## config.mk

```make
export PLATFORM = sky130hd
export DESIGN_NAME = fetch_stage
export DESIGN_NICKNAME = d
export VERILOG_FILES = /design/src/rtl/fetch_stage.sv
export SDC_FILE = /design/constraint.sdc
export NUM_CORES = 1
export LEC_CHECK = 0
export ABC_AREA = 0
export BUFFER_PORTS_ARGS = -buffer_cell sky130_fd_sc_hd__buf_2
export CAP_MARGIN = 20
export CORE_MARGIN = 1
export CORE_UTILIZATION = 43
export DETAILED_ROUTE_END_ITERATION = 10
export HOLD_SLACK_MARGIN = 0.02
export PLACE_DENSITY = 0.73
export REMOVE_ABC_BUFFERS = 1
export SLEW_MARGIN = 25
export SYNTH_ARGS = -nofsm -noshare
export SYNTH_HDL_FRONTEND = slang
export SYNTH_SLANG_ARGS = --single-unit
```

## constraint.sdc

```tcl
create_clock -name clk -period 3.4 [get_ports clk]
set_input_delay 0.17 -clock clk [delete_from_list [all_inputs] [get_ports clk]]
set_output_delay 0.17 -clock clk [all_outputs]
set_load 0.005 [all_outputs]
```

## src/rtl/fetch_stage.sv

```systemverilog
// -----------------------------------------------------------------------------
// fetch_stage
//
// Instruction-fetch stage sitting directly in front of instruction_memory.
// Holds the program counter, drives the memory address combinationally from
// the PC register, and captures the returned instruction into the IF/ID
// pipeline register together with its PC, PC+4 and a valid bit.
//
// Edge priority: reset > redirect_valid > stall > normal advance.
//
// Optional feature macro: FETCH_COUNTERS_EN
//   defined     -> fetch_count / bubble_count are live saturating counters
//   not defined -> both ports are tied to 0 and no counter state exists
//
// Ports
//   clk               in   system clock, rising edge
//   reset             in   synchronous active-high reset
//   imem_address      out  current PC, to instruction_memory.address
//   imem_instruction  in   combinational read data from instruction_memory
//   stall             in   hold PC and IF/ID contents
//   redirect_valid    in   taken branch/jump, load redirect_target
//   redirect_target   in   new PC (low two bits dropped)
//   if_id_valid       out  IF/ID holds a real instruction
//   if_id_pc          out  PC of captured instruction
//   if_id_pc_plus4    out  if_id_pc + 4
//   if_id_instruction out  captured instruction word
//   misalign_fault    out  one-cycle pulse after a non word-aligned redirect
//   fetch_count       out  number of valid captures
//   bubble_count      out  number of bubble loads plus stall holds
// -----------------------------------------------------------------------------
module fetch_stage #(
  parameter logic [31:0] RESET_PC = 32'h0000_0000
) (
  input  logic        clk,
  input  logic        reset,
  output logic [31:0] imem_address,
  input  logic [31:0] imem_instruction,
  input  logic        stall,
  input  logic        redirect_valid,
  input  logic [31:0] redirect_target,
  output logic        if_id_valid,
  output logic [31:0] if_id_pc,
  output logic [31:0] if_id_pc_plus4,
  output logic [31:0] if_id_instruction,
  output logic        misalign_fault,
  output logic [31:0] fetch_count,
  output logic [31:0] bubble_count
);

  logic [31:0] pc_q;
  logic        valid_q;
  logic [31:0] id_pc_q;
  logic [31:0] id_pc_plus4_q;
  logic [31:0] id_instr_q;
  logic        fault_q;

  assign imem_address      = pc_q;
  assign if_id_valid       = valid_q;
  assign if_id_pc          = id_pc_q;
  assign if_id_pc_plus4    = id_pc_plus4_q;
  assign if_id_instruction = id_instr_q;
  assign misalign_fault    = fault_q;

  always_ff @(posedge clk) begin
    if (reset) begin
      pc_q          <= RESET_PC;
      valid_q       <= 1'b0;
      id_pc_q       <= '0;
      id_pc_plus4_q <= '0;
      id_instr_q    <= '0;
      fault_q       <= 1'b0;
    end else if (redirect_valid) begin
      // Redirect overrides stall; the word on imem_instruction is dropped.
      pc_q          <= {redirect_target[31:2], 2'b00};
      valid_q       <= 1'b0;
      id_pc_q       <= '0;
      id_pc_plus4_q <= '0;
      id_instr_q    <= '0;
      fault_q       <= |redirect_target[1:0];
    end else if (stall) begin
      fault_q       <= 1'b0;
    end else begin
      pc_q          <= pc_q + 32'd4;
      valid_q       <= 1'b1;
      id_pc_q       <= pc_q;
      id_pc_plus4_q <= pc_q + 32'd4;
      id_instr_q    <= imem_instruction;
      fault_q       <= 1'b0;
    end
  end

`ifdef FETCH_COUNTERS_EN
  logic [31:0] fetch_count_q;
  logic [31:0] bubble_count_q;

  always_ff @(posedge clk) begin
    if (reset) begin
      fetch_count_q  <= '0;
      bubble_count_q <= '0;
    end else if (redirect_valid || stall) begin
      if (bubble_count_q != 32'hFFFF_FFFF) begin
        bubble_count_q <= bubble_count_q + 32'd1;
      end
    end else begin
      if (fetch_count_q != 32'hFFFF_FFFF) begin
        fetch_count_q <= fetch_count_q + 32'd1;
      end
    end
  end

  assign fetch_count  = fetch_count_q;
  assign bubble_count = bubble_count_q;
`else
  assign fetch_count  = '0;
  assign bubble_count = '0;
`endif

endmodule

```

==> summary.md <==
| Metric | Value |
|---|---|
| Worst r2r src | imem_address[3] |
| MaxCap Viol Count | 0 |
| CTS tree | yes |
| Seq/Total Area, Yosys | 0.4110 |
| Via count | 5,289 |
| Min-delay src | imem_instruction[12] |
| Cell Count, Final, Fillers Out | 1,082 |
| Number of antenna violations at the first check in global routing | 0 |
| Routed vias/inst | between 4 and 5 |
| Unrepaired setup endpoints after global routing | false |
| # IOs | 262 |
| R2R Path End | imem_address[26] |
| Net count, final | 967 |
| Num CTS Buffers | 17 |
| Leakage | 3.636 nW |
| Peak VDD IR | between 0.4 and 0.5 mV |
| First-pass GRT wire length | 23,850 um |
| EDFF count, synth | 0 |
| Worst path depth | 6 |
| Crit path max fanout | 15 |
| Startpoint Class | flip-flop |
| Max Fclk | between 300 and 400 MHz |
| H-tree levels | 4 |
| Grt ovf | 0 |
| Total GRT Usage | 0.2107 |
| Slew Viols, Final | 0 |
| Slew margin rel. | 0.4621 |
| Worst Setup End Kind | flip-flop |
| Ys async rst share | 0 |
| Antenna cells | 0 |
| Die width | 120.5 um |
| Hold Path Cell Cnt | 3 |
| R2R Setup Slk | 890 ps |
| 1st-pass router iterations | 6 |
| Crit path kind | flip-flop to flip-flop |
| Area leader, netlist | dfxtp_1 |
| CTS sink cnt | 124 |
| Post-route ant nets | 0 |
| Initial Utilization | 0.4489 |
| Crit path DAT | 2800 ps |
| Final period utilization | 0.7371 |
| Clk_lat worst skew | 410 ps |
| Pwr/cell area | 469.3 nW/um2 |
| Final setup vio count | 0 |
| WHS | between 20 and 25 ps |
| HP Class | primary input to flip-flop |
| Reg clk slew, reported paths | 50 ps |
| Largest net degree at the start of global routing | 64 |
| Status | finished, final reports clean |
| Fill count | 1,236 |
| Netlist cell types | 45 |
| Bufs and invs on worst path | 0 |
| Hold Path Sink | if_id_instruction[12] |
| Dpl hpwl | 10,420 um |
| Placed insts | 1,020 |
| Crit-path cells | ha_1, nand4_1, or4_4, nor4_1, xor2_1, o21a_1 |
| # rows | 42 |
| Critical-path top delay cell | or4_4 |
| Core area | around 13,000 um2 |
| Layout area overhead | 26.52% |
| DR DRC count | 0 |
| Input/output buffers | approximately 190 |
| Top post-synthesis cells by area | dfxtp_1 41%, mux2i_1 10%, buf_4 8.7%, nor2_1 6.5%, xnor2_1 3.5% |
| Min cycle time layout | roughly 2500 ps |
| Iter 0 DRT Violations | about 350 |
| Multi-input gate area | 2958 um2 |
| Avg WL per Cell | 14.33 um |
| Synth Cell Area | roughly 6000 um2 |
| Mapped Cells | ~700 |
| R2R cell count | 6 |
| Dominant synthesized flop cell | dfxtp_1 |
| Mean Syn Cell Area | roughly 8.6 um2 |
| Setup_tns | 0 ps |
| Yosys top cell area share | 0.4110 |
| Crit-path leading delay family | simple AND/OR/NAND/NOR gates |
| Layout Skew | 5.963 ps |
| Die area | between 10,000 and 15,000 um2 |
| Warnings from Yosys | 0 |
| Final hold vios | 0 |
| Clk buf depth | 2 |
| DIE HEIGHT | 120.5 um |
| Root buf cell | clkbuf_16 |
| Critical path data required time | 3700 ps |
| GP Congestion | 0.8018 |
| WL final | ~16,000 um |
| Reg area | 2482 um2 |
| Synth top cells by count | 124 x dfxtp_1, 104 x nor2_1, 70 x buf_4 |
| Most common cell in the synthesized netlist | dfxtp_1 |
| Synth Register Bits | 124 |
| Max stage delay on crit path | 630 ps |
| Worst-Margin Slew | 799.5 ps |
| Fraction of layout instances using a drive strength above 1 | 0.2572 |
| Vias in the first global route | between 4,000 and 5,000 |
[power by group]
group / internal [W] / switching (W)
clock network: 0.00104 / 0.000586
logic: 0.000184 / 0.000194
registers: 0.00151 / 0.0000724
total: 0.00273 / 0.000853
[area by class of cell]
cell class / count / share of cell area
Tap cell: 176 / 0.02882
Multi-Input combinational cell: 498 / 0.3871
Sequential cell: 124 / 0.3249
Timing Repair Buffer: 235 / 0.1801
Inverter: 22 / 0.01081
Clock buffer: 24 / 0.06304
Clock inverter: 3 / 0.005240
[worst max path at each step]
stage	from	endpoint	slack, ps
final	imem_address[3]	imem_address[26]	890
after global placement	imem_address[4]	imem_address[19]	1000
after CTS	imem_address[3]	imem_address[18]	920
after floorplan	imem_address[4]	imem_address[19]	1190
after detailed placement	imem_address[3]	imem_address[18]	940
after global routing	imem_address[2]	if_id_pc_plus4[22]	680
[sequential cells by signal, summed over array words and instances (netlist names)]
name               count
if_id_pc              30
if_id_pc_plus4        30
if_id_instruction     32
if_id_valid            1
misalign_fault         1
imem_address          30
[cell usage in the layout, fill, tap and decap left out, types with 7 or more instances in the layout]
cell type      Yosys  final
nor3_1            20     20
xnor2_1           24     24
nor2_1           104    104
clkbuf_16          0     17
o21a_1            14     14
nand3_1           14     14
nand2_1           33     33
xor2_1            20     20
nor2b_1            8      8
dlygate4sd3_1      0     35
o21ai_0           13     13
dfxtp_1          124    124
mux2i_1           63     63
conb_1             1     70
buf_2              9    190
a211oi_1          10     10
buf_4             70     10
o21bai_1           7      7
nand4_1            8      8
nor4_1            12     12
a21oi_1           41     41
inv_1             21     21
[cell families (layout without fill, tap and decap cells)]
family	count (synthesis)	after routing	synth area share
and+or+nand+nor	227	227	0.1807
buffers and inverters	150	284	0.1425
DFF	124	124	0.4110
AOI/OAI and AO/OA	93	93	0.09488
muxes	63	63	0.1044
xor gates and xnor gates	44	44	0.06381
adders and majority gates	1	1	0.002071
other	1	70	0.0006209
[worst register-to-register path: cells and delay by family (launching register included)]
family | cells | cell delay, ps
simple gates | 3 | 1300
fa+ha+maj | 1 | 340
compound gates | 1 | 180
xor+xnor | 1 | 110
flops | 1 | 470
[per-layer routing]
metal | track usage | up-vias | part of all wire | routed length (um)
li1 | - | 2599 | - | -
met1 | 0.2652 | 2446 | 0.43 | 6710
met2 | 0.3427 | 226 | 0.48 | 7377
met3 | 0.06226 | 18 | 0.078 | 1211
met4 | 0.07176 | 0 | 0.013 | 206
met5 | 0 | - | 0 | 0
[stage by stage]
step	setup slack (ps)	utilization	instance area [um2]	power [W]
2_1_floorplan	1195	-	5520	0.001768
3_3_place_gp	1003	0.5032	6769	0.001950
3_5_place_dp	935.0	0.5032	6769	0.001958
4_1_cts	918.8	0.5680	7641	0.003612
5_1_grt	680.6	0.5680	7641	0.003728
6_report	893.8	0.5680	7641	0.003586
[timing repair]
action	4_1_cts	5_1_grt
hold endpoints to repair	35	0
buffers inserted	0	0
endpoints found under the setup margin	0	0
gates resized for setup	0	0
hold buffers	35	0
(Power assumes the default switching activity.)
